[config.mk]
export PLATFORM = sky130hd
export DESIGN_NAME = lut_stream_reader_flat
export DESIGN_NICKNAME = d
export VERILOG_FILES = /design/src/rtl/lut_stream_pkg.sv /design/src/rtl/lut_stream_reader_if.sv /design/src/rtl/lut_stream_fifo.sv /design/src/rtl/lut_stream_reader.sv /design/src/flat_wrapper.sv
export SDC_FILE = /design/constraint.sdc
export NUM_CORES = 1
export LEC_CHECK = 0
export ABC_AREA = 1
export CAP_MARGIN = 0
export CORE_ASPECT_RATIO = 0.7
export CORE_UTILIZATION = 45
export CTS_CLUSTER_SIZE = 40
export DETAILED_ROUTE_END_ITERATION = 10
export MAX_ROUTING_LAYER = met4
export PLACE_DENSITY_LB_ADDON = 0.05
export SETUP_SLACK_MARGIN = 0.1
export SLEW_MARGIN = 20
export SYNTH_ARGS = -nofsm -noshare
export SYNTH_HDL_FRONTEND = slang
export SYNTH_SLANG_ARGS = --single-unit
[constraint.sdc]
create_clock -name clk -period 2.75 [get_ports clk]
set_input_delay 0.4125 -clock clk [delete_from_list [all_inputs] [get_ports clk]]
set_output_delay 0.4125 -clock clk [all_outputs]
set_load 0.05 [all_outputs]
[src/rtl/lut_stream_pkg.sv]
// -----------------------------------------------------------------------------
// lut_stream_pkg
// Shared defaults for the LUT stream reader slice:
//   LUT_ADDR_WIDTH  - ROM address width
//   LUT_DATA_WIDTH  - ROM data width
//   LUT_ROM_LATENCY - cycles from ROM address capture to valid rd_data (1..2)
//   LUT_FIFO_DEPTH  - output buffer entries (power of two, >= latency + 2)
// and the {last, data} buffer entry layout for the default data width.
// -----------------------------------------------------------------------------
package lut_stream_pkg;

    localparam int LUT_ADDR_WIDTH  = 10;
    localparam int LUT_DATA_WIDTH  = 8;
    localparam int LUT_ROM_LATENCY = 1;
    localparam int LUT_FIFO_DEPTH  = 4;

    typedef struct packed {
        logic                      last;
        logic [LUT_DATA_WIDTH-1:0] data;
    } lut_entry_t;

endpackage

[src/rtl/lut_stream_reader_if.sv]
// -----------------------------------------------------------------------------
// lut_stream_reader_if
// Bundles the request stream, the LUT ROM port and the result stream of
// lut_stream_reader.
//   s_valid/s_ready/s_addr/s_last : lookup request stream
//   rom_addr/rom_data             : LUT ROM address out / read data in
//   m_valid/m_ready/m_data/m_last : lookup result stream
// Modports:
//   slave  - the reader itself
//   master - the surrounding environment (request source, ROM, result sink)
// -----------------------------------------------------------------------------
interface lut_stream_reader_if
    import lut_stream_pkg::*;
#(
    parameter int ADDR_WIDTH = LUT_ADDR_WIDTH,
    parameter int DATA_WIDTH = LUT_DATA_WIDTH
);

    logic                  s_valid;
    logic                  s_ready;
    logic [ADDR_WIDTH-1:0] s_addr;
    logic                  s_last;

    logic [ADDR_WIDTH-1:0] rom_addr;
    logic [DATA_WIDTH-1:0] rom_data;

    logic                  m_valid;
    logic                  m_ready;
    logic [DATA_WIDTH-1:0] m_data;
    logic                  m_last;

    modport slave (
        input  s_valid, s_addr, s_last, rom_data, m_ready,
        output s_ready, rom_addr, m_valid, m_data, m_last
    );

    modport master (
        output s_valid, s_addr, s_last, rom_data, m_ready,
        input  s_ready, rom_addr, m_valid, m_data, m_last
    );

endinterface

[src/rtl/lut_stream_fifo.sv]
// -----------------------------------------------------------------------------
// lut_stream_fifo
// Synchronous first-word-fall-through buffer with an occupancy count.
//   clk, rst  : clock, synchronous active-high reset (pointers/count only)
//   wr_en     : push wr_entry (caller guarantees the buffer is not full)
//   wr_entry  : entry to push
//   rd_en     : pop the head entry (ignored while empty)
//   rd_entry  : head entry, all-zero while empty
//   count     : number of stored entries (0..DEPTH)
//   empty     : count == 0
// DEPTH must be a power of two so the pointers wrap by plain overflow.
// -----------------------------------------------------------------------------
module lut_stream_fifo
    import lut_stream_pkg::*;
#(
    parameter int  DEPTH   = LUT_FIFO_DEPTH,
    parameter type entry_t = lut_entry_t
) (
    input  logic                   clk,
    input  logic                   rst,
    input  logic                   wr_en,
    input  entry_t                 wr_entry,
    input  logic                   rd_en,
    output entry_t                 rd_entry,
    output logic [$clog2(DEPTH):0] count,
    output logic                   empty
);

    localparam int PTR_W = $clog2(DEPTH);

    entry_t           mem_q [DEPTH];
    logic [PTR_W-1:0] wr_ptr_q, wr_ptr_d;
    logic [PTR_W-1:0] rd_ptr_q, rd_ptr_d;
    logic [PTR_W:0]   count_q, count_d;
    logic             do_rd;

    assign empty = (count_q == '0);
    assign count = count_q;
    assign do_rd = rd_en && !empty;

    always_comb begin
        wr_ptr_d = wr_ptr_q;
        rd_ptr_d = rd_ptr_q;
        count_d  = count_q;
        if (wr_en) begin
            wr_ptr_d = wr_ptr_q + PTR_W'(1);
        end
        if (do_rd) begin
            rd_ptr_d = rd_ptr_q + PTR_W'(1);
        end
        // Simultaneous push and pop leaves the occupancy unchanged.
        case ({wr_en, do_rd})
            2'b10:   count_d = count_q + (PTR_W+1)'(1);
            2'b01:   count_d = count_q - (PTR_W+1)'(1);
            default: count_d = count_q;
        endcase
    end

    always_ff @(posedge clk) begin
        if (rst) begin
            wr_ptr_q <= '0;
            rd_ptr_q <= '0;
            count_q  <= '0;
        end else begin
            wr_ptr_q <= wr_ptr_d;
            rd_ptr_q <= rd_ptr_d;
            count_q  <= count_d;
        end
    end

    // Storage is data only; it is never reset.
    always_ff @(posedge clk) begin
        if (wr_en) begin
            mem_q[wr_ptr_q] <= wr_entry;
        end
    end

    // Zero the head while empty so stale entries never show on the output.
    always_comb begin
        rd_entry = '0;
        if (!empty) begin
            rd_entry = mem_q[rd_ptr_q];
        end
    end

endmodule

[src/rtl/lut_stream_reader.sv]
// -----------------------------------------------------------------------------
// lut_stream_reader
// Turns a stream of LUT indices into a stream of looked-up values from an
// external LUT ROM with ROM_LATENCY cycles of read latency, preserving order
// and the per-request last tag, with full-rate throughput and backpressure.
//   clk       : single rising-edge clock
//   rst       : synchronous active-high reset
//   bus       : lut_stream_reader_if.slave (request stream, ROM port, results)
//   frame_cnt : (only with LUT_STREAM_CNT_EN) 16-bit count of delivered
//               results carrying last, wraps 0xFFFF -> 0
// Optional feature macro: LUT_STREAM_CNT_EN adds frame_cnt.
//
// Flow control is credit based: a request is only accepted when the output
// buffer is guaranteed a slot for it, counting both buffered results and
// requests still inside the ROM latency pipeline.
// -----------------------------------------------------------------------------
module lut_stream_reader
    import lut_stream_pkg::*;
#(
    parameter int ADDR_WIDTH  = LUT_ADDR_WIDTH,
    parameter int DATA_WIDTH  = LUT_DATA_WIDTH,
    parameter int ROM_LATENCY = LUT_ROM_LATENCY,
    parameter int FIFO_DEPTH  = LUT_FIFO_DEPTH
) (
    input  logic               clk,
    input  logic               rst,
`ifdef LUT_STREAM_CNT_EN
    output logic [15:0]        frame_cnt,
`endif
    lut_stream_reader_if.slave bus
);

    localparam int CNT_W = $clog2(FIFO_DEPTH) + 1;

    typedef struct packed {
        logic                  last;
        logic [DATA_WIDTH-1:0] data;
    } entry_t;

    logic [ADDR_WIDTH-1:0]  req_addr;
    logic                   accept;
    logic                   exit_vld;
    logic                   pop;
    logic [ROM_LATENCY-1:0] vld_q, vld_d;
    logic [ROM_LATENCY-1:0] last_q, last_d;
    logic [CNT_W-1:0]       inflight_q, inflight_d;
    logic [CNT_W-1:0]       fifo_count;
    logic [CNT_W:0]         credit_used;
    logic                   fifo_empty;
    entry_t                 wr_entry;
    entry_t                 rd_entry;

    // The ROM sees every address; reads that are not accepted are harmless.
    assign req_addr     = bus.s_addr;
    assign bus.rom_addr = req_addr;

    // Registered counts only, so s_ready never depends on m_ready/s_valid.
    assign credit_used = {1'b0, fifo_count} + {1'b0, inflight_q};
    assign bus.s_ready = !rst && (credit_used < (CNT_W+1)'(FIFO_DEPTH));

    assign accept   = bus.s_valid && bus.s_ready;
    assign exit_vld = vld_q[ROM_LATENCY-1];
    assign pop      = bus.m_valid && bus.m_ready;

    always_comb begin
        vld_d     = '0;
        last_d    = '0;
        vld_d[0]  = accept;
        last_d[0] = bus.s_last;
        for (int i = 1; i < ROM_LATENCY; i++) begin
            vld_d[i]  = vld_q[i-1];
            last_d[i] = last_q[i-1];
        end
        inflight_d = inflight_q + CNT_W'(accept) - CNT_W'(exit_vld);
        // rom_data lines up with the request leaving the last stage.
        wr_entry.last = last_q[ROM_LATENCY-1];
        wr_entry.data = bus.rom_data;
    end

    // ---- ROM latency pipeline: valid bits and in-flight count ----
    always_ff @(posedge clk) begin
        if (rst) begin
            vld_q      <= '0;
            inflight_q <= '0;
        end else begin
            vld_q      <= vld_d;
            inflight_q <= inflight_d;
        end
    end

    // last tags only matter where the matching valid bit is set.
    always_ff @(posedge clk) begin
        last_q <= last_d;
    end

    // ---- output buffer ----
    lut_stream_fifo #(
        .DEPTH   (FIFO_DEPTH),
        .entry_t (entry_t)
    ) u_fifo (
        .clk      (clk),
        .rst      (rst),
        .wr_en    (exit_vld),
        .wr_entry (wr_entry),
        .rd_en    (pop),
        .rd_entry (rd_entry),
        .count    (fifo_count),
        .empty    (fifo_empty)
    );

    assign bus.m_valid = !fifo_empty;
    assign bus.m_data  = rd_entry.data;
    assign bus.m_last  = rd_entry.last;

`ifdef LUT_STREAM_CNT_EN
    logic [15:0] frame_cnt_q, frame_cnt_d;

    always_comb begin
        frame_cnt_d = frame_cnt_q;
        if (pop && rd_entry.last) begin
            frame_cnt_d = frame_cnt_q + 16'd1;
        end
    end

    always_ff @(posedge clk) begin
        if (rst) begin
            frame_cnt_q <= '0;
        end else begin
            frame_cnt_q <= frame_cnt_d;
        end
    end

    assign frame_cnt = frame_cnt_q;
`endif

endmodule

[src/flat_wrapper.sv]
// flat-port wrapper written by rule: the top's interface ports become plain ports
module lut_stream_reader_flat import lut_stream_pkg::*;
#(
    parameter int ADDR_WIDTH  = LUT_ADDR_WIDTH,
    parameter int DATA_WIDTH  = LUT_DATA_WIDTH,
    parameter int ROM_LATENCY = LUT_ROM_LATENCY,
    parameter int FIFO_DEPTH  = LUT_FIFO_DEPTH
)
  (clk, rst, bus_s_valid, bus_s_addr, bus_s_last, bus_rom_data, bus_m_ready, bus_s_ready, bus_rom_addr, bus_m_valid, bus_m_data, bus_m_last);
  lut_stream_reader_if #(.ADDR_WIDTH(ADDR_WIDTH), .DATA_WIDTH(DATA_WIDTH)) bus_i ();
  input  logic clk;
  input  logic rst;
  input wire logic [$bits(bus_i.s_valid)-1:0] bus_s_valid;
  input wire logic [$bits(bus_i.s_addr)-1:0] bus_s_addr;
  input wire logic [$bits(bus_i.s_last)-1:0] bus_s_last;
  input wire logic [$bits(bus_i.rom_data)-1:0] bus_rom_data;
  input wire logic [$bits(bus_i.m_ready)-1:0] bus_m_ready;
  output wire logic [$bits(bus_i.s_ready)-1:0] bus_s_ready;
  output wire logic [$bits(bus_i.rom_addr)-1:0] bus_rom_addr;
  output wire logic [$bits(bus_i.m_valid)-1:0] bus_m_valid;
  output wire logic [$bits(bus_i.m_data)-1:0] bus_m_data;
  output wire logic [$bits(bus_i.m_last)-1:0] bus_m_last;
  assign bus_i.s_valid = bus_s_valid;
  assign bus_i.s_addr = bus_s_addr;
  assign bus_i.s_last = bus_s_last;
  assign bus_i.rom_data = bus_rom_data;
  assign bus_i.m_ready = bus_m_ready;
  assign bus_s_ready = bus_i.s_ready;
  assign bus_rom_addr = bus_i.rom_addr;
  assign bus_m_valid = bus_i.m_valid;
  assign bus_m_data = bus_i.m_data;
  assign bus_m_last = bus_i.m_last;
  lut_stream_reader #(.ADDR_WIDTH(ADDR_WIDTH), .DATA_WIDTH(DATA_WIDTH), .ROM_LATENCY(ROM_LATENCY), .FIFO_DEPTH(FIFO_DEPTH)) u_core (.clk(clk), .rst(rst), .bus(bus_i));
endmodule
==> results of run 1 <==
[metal layers]
layer  GRT usage, %  vias up
met4           8.57        0
met1           21.1      666
met3           5.03       15
li1               -      722
met5              -        -
met2           27.6       31
[through the flow]
stage | utilization (%) | setup WS, ns | cell area (sq um) | cells | hold slack [ns]
after floorplan | - | 0.102 | 2220 | 211 | 0.438
after global placement | 53.6 | 0.278 | 2430 | 291 | 0.465
after detailed placement | 53.6 | 0.174 | 2430 | 291 | 0.477
after CTS | 56.7 | 0.166 | 2570 | 299 | 0.498
after global routing | 56.8 | 0.186 | 2570 | 299 | 0.526
final | 56.8 | 0.356 | 2570 | 299 | 0.494
[logic make-up after synthesis]
logic type / count (synthesis) / synth area share (%)
adders and majority gates: 11 / 6.89
buffers and inverters: 41 / 10.4
DFF: 50 / 61.4
and+or+nand+nor: 72 / 12.8
AOI/OAI and AO/OA: 36 / 8.13
xor gates and xnor gates: 1 / 0.395
[cell usage after synthesis (all sizes together)]
master	number	share of area, %
a21oi	14	3.2
buf	14	5.8
clkinv	1	0.17
dfxtp	14	13
edfxtp	36	49
fa	2	1.8
ha	9	5.1
inv	26	4.4
nand2	19	3.3
nand3	4	0.90
nor2	49	8.5
o21ai	22	5.0
xnor2	1	0.40
[registers in the layout, summed over array words and instances (netlist names), named ones only]
| name | cells |
|---|---|
| u_core.u_fifo.rd_ptr_q | 2 |
| u_core.last_q | 1 |
| u_core.u_fifo.mem_q | 36 |
| u_core.u_fifo.count | 3 |
| u_core.exit_vld | 1 |
| u_core.inflight_q | 3 |
| u_core.u_fifo.wr_ptr_q | 2 |
[cell type report]
type / count / share of cell area (%)
clock inverters: 2 / 2.33
flip-flops and latches: 50 / 52.9
repair buffers: 28 / 10.0
inverters: 27 / 3.94
well taps: 66 / 3.21
multi-input cells: 120 / 24.4
clock buffers: 6 / 3.21
[how the worst max path moves through the flow]
| stage | from | endpoint | slack (ns) |
|---|---|---|---|
| after floorplan | u_core.u_fifo.count[2]$_SDFFE_PP0P_ | u_core.inflight_q[2]$_SDFF_PP0_ | 0.10 |
| after global placement | rst | u_core.inflight_q[2]$_SDFF_PP0_ | 0.28 |
| after detailed placement | rst | u_core.inflight_q[2]$_SDFF_PP0_ | 0.17 |
| after CTS | flop | bus_m_last | 0.17 |
| after global routing | u_core.u_fifo.count[2]$_SDFFE_PP0P_ | u_core.inflight_q[2]$_SDFF_PP0_ | 0.19 |
| final | u_core.u_fifo.count[2]$_SDFFE_PP0P_ | u_core.inflight_q[2]$_SDFF_PP0_ | 0.36 |
[timing repair]
action	4_1_cts	5_1_grt
gates resized for setup	4	2
endpoints found under the setup margin	4	2
hold endpoints to repair	0	0
[where the power goes]
part	total (mW)	switching [mW]	internal (mW)	leakage, nW
Combinational	1.17	0.806	0.364	0.564
Clock	0.619	0.231	0.388	0.0714
Sequential	0.994	0.0782	0.916	0.441
==> impl_results.md, run 1 <==
- Status: complete, no violations
- Post-layout min period: 2.39 ns
- Max Freq: about 420 MHz
- Final net count: 266
- PwrDens: between 1000 and 1500 mW/mm^2
- Worst-case clock buffer depth: 2
- Area delta synth->final: 16.1%
- DR pass1 iterations: 4
- Num ports: between 40 and 50
- Slew Viols, Final: 0
- DR vias: approximately 1400
- H-tree Lvls: 2
- Final Skew: 0.00211 ns
- CP most frequent cell: nand2_1
- Sequential Area: 0.00136 sq mm
- Setup CP Type: flop to flop
- Most frequent cells in the layout: 46 x nor2_1, 36 x edfxtp_1, 24 x inv_1
- Worst IR drop on VDD: ~430 uV
- Delay-heaviest family, CP: adder cells
- Crit-path max cell delay: between 0.3 and 0.4 ns
- Core Box Area: 0.00453 sq mm
- Crit-path slowest cell: fa_1
- Layout cells sized above 1: around 9.9%
- Least-Margin Pin Slew: around 0.50 ns
- Worst Hold End: u_core.u_fifo.mem_q[1][8]$_DFFE_PP_
- Synth warn: 0
- Critical Path Sink Type: flop
- Antenna violations before repair: 0
- Critical Path RT: 2.95 ns
- Count of final setup violators: 0
- Tot Pwr: around 2.8 mW
- Initial drt markers: 59
- Register area share after synthesis: between 60% and 70%
- Grt ovf: 0
- DP HPWL: 2870 um
- Reg2reg start: u_core.u_fifo.count[2]$_SDFFE_PP0P_
- RSZ-0062 raised after global routing: no
- Final hold violation count: 0
- Worst path cell trace: ha_1, nor2_1, nand2_1, nor2_2, nand2_1, ha_1, inv_1, ha_1, fa_1, xnor2_1, nand2_1, nand2_1, nor2_1
- Normalized max-slew margin: 66.4%
- Seq cells post-synth: 50
- Count of cell types in the netlist: 19
- Hold_buf cts: 0
- Die Wd: 85.9 um
- Synth Instances: ~210
- Clk slew on worst S/H paths: around 0.080 ns
- CP Max Fanout: 3
- CTS Buf Count: 5
- Final WL: ~4000 um
- Average vias per placed instance: around 4.8
- Worst path bufs/invs: 1
- R2R setup slack: approximately 0.36 ns
- First-pass GRT wire length: 6290 um
- Die footprint: between 0.005 and 0.006 sq mm
- Critical path depth: 13
- Leakage power: approximately 1.1 nW
- Final setup TNS: 0 ns
- IO buf count: 23
- Vias in the first global route: approximately 1300
- Clk sinks: 50
- CP Launch Type: flop
- Worst hold path class: flop to flop
- Cell Area, Synth: between 0.002 and 0.0025 sq mm
- Footprint of the multi-input gates: 627 sq um
- Tcrit/Tclk final: between 80 and 90%
- Final ANT Viol Nets: 0
- Gr usage total: around 18%
- WP data arrival: between 2 and 3 ns
- Clock insertion delay at the later pin of the skew report: approximately 0.30 ns
- CTS tree: built
- Metal3 WL: about 180 um
- DRC: 0
- Post-Syn Area per Cell: about 11 sq um
- Max Cap Viol: 0
- DR WL/cell: 13.5 um
- Largest net degree at the start of global routing: 19
- Final GP Congestion: between 0.8 and 0.9
- Initial Util: around half
- Hold_sp: u_core.last_q$_DFF_P_
- Commonest non-fill, non-tap cell in the layout: nor2_1
- Die Ht: about 61 um
- Root Buffer: clkbuf_8
- Reg2Reg Depth: 13
- Metal1 wirelength: roughly 1900 um
- Top Layer Used: met4
- R2R Path End: u_core.inflight_q[2]$_SDFF_PP0_
- Rows: 20
- Total setup buffers inserted after CTS: 0
- Fill cells: a little under 400
- Met2 wire len: 1830 um
- Post-Syn Nets: roughly 250
- Hold path cells: 0
- Ant diodes: 0
No activity file was read; power rests on OpenSTA's default activity.
==> run 2, diff against run 1 <==
Settings changed: SLEW_MARGIN 20 to default.
==> results of run 2 <==
Final layout, timing and power as in run 1 (identical DEF).
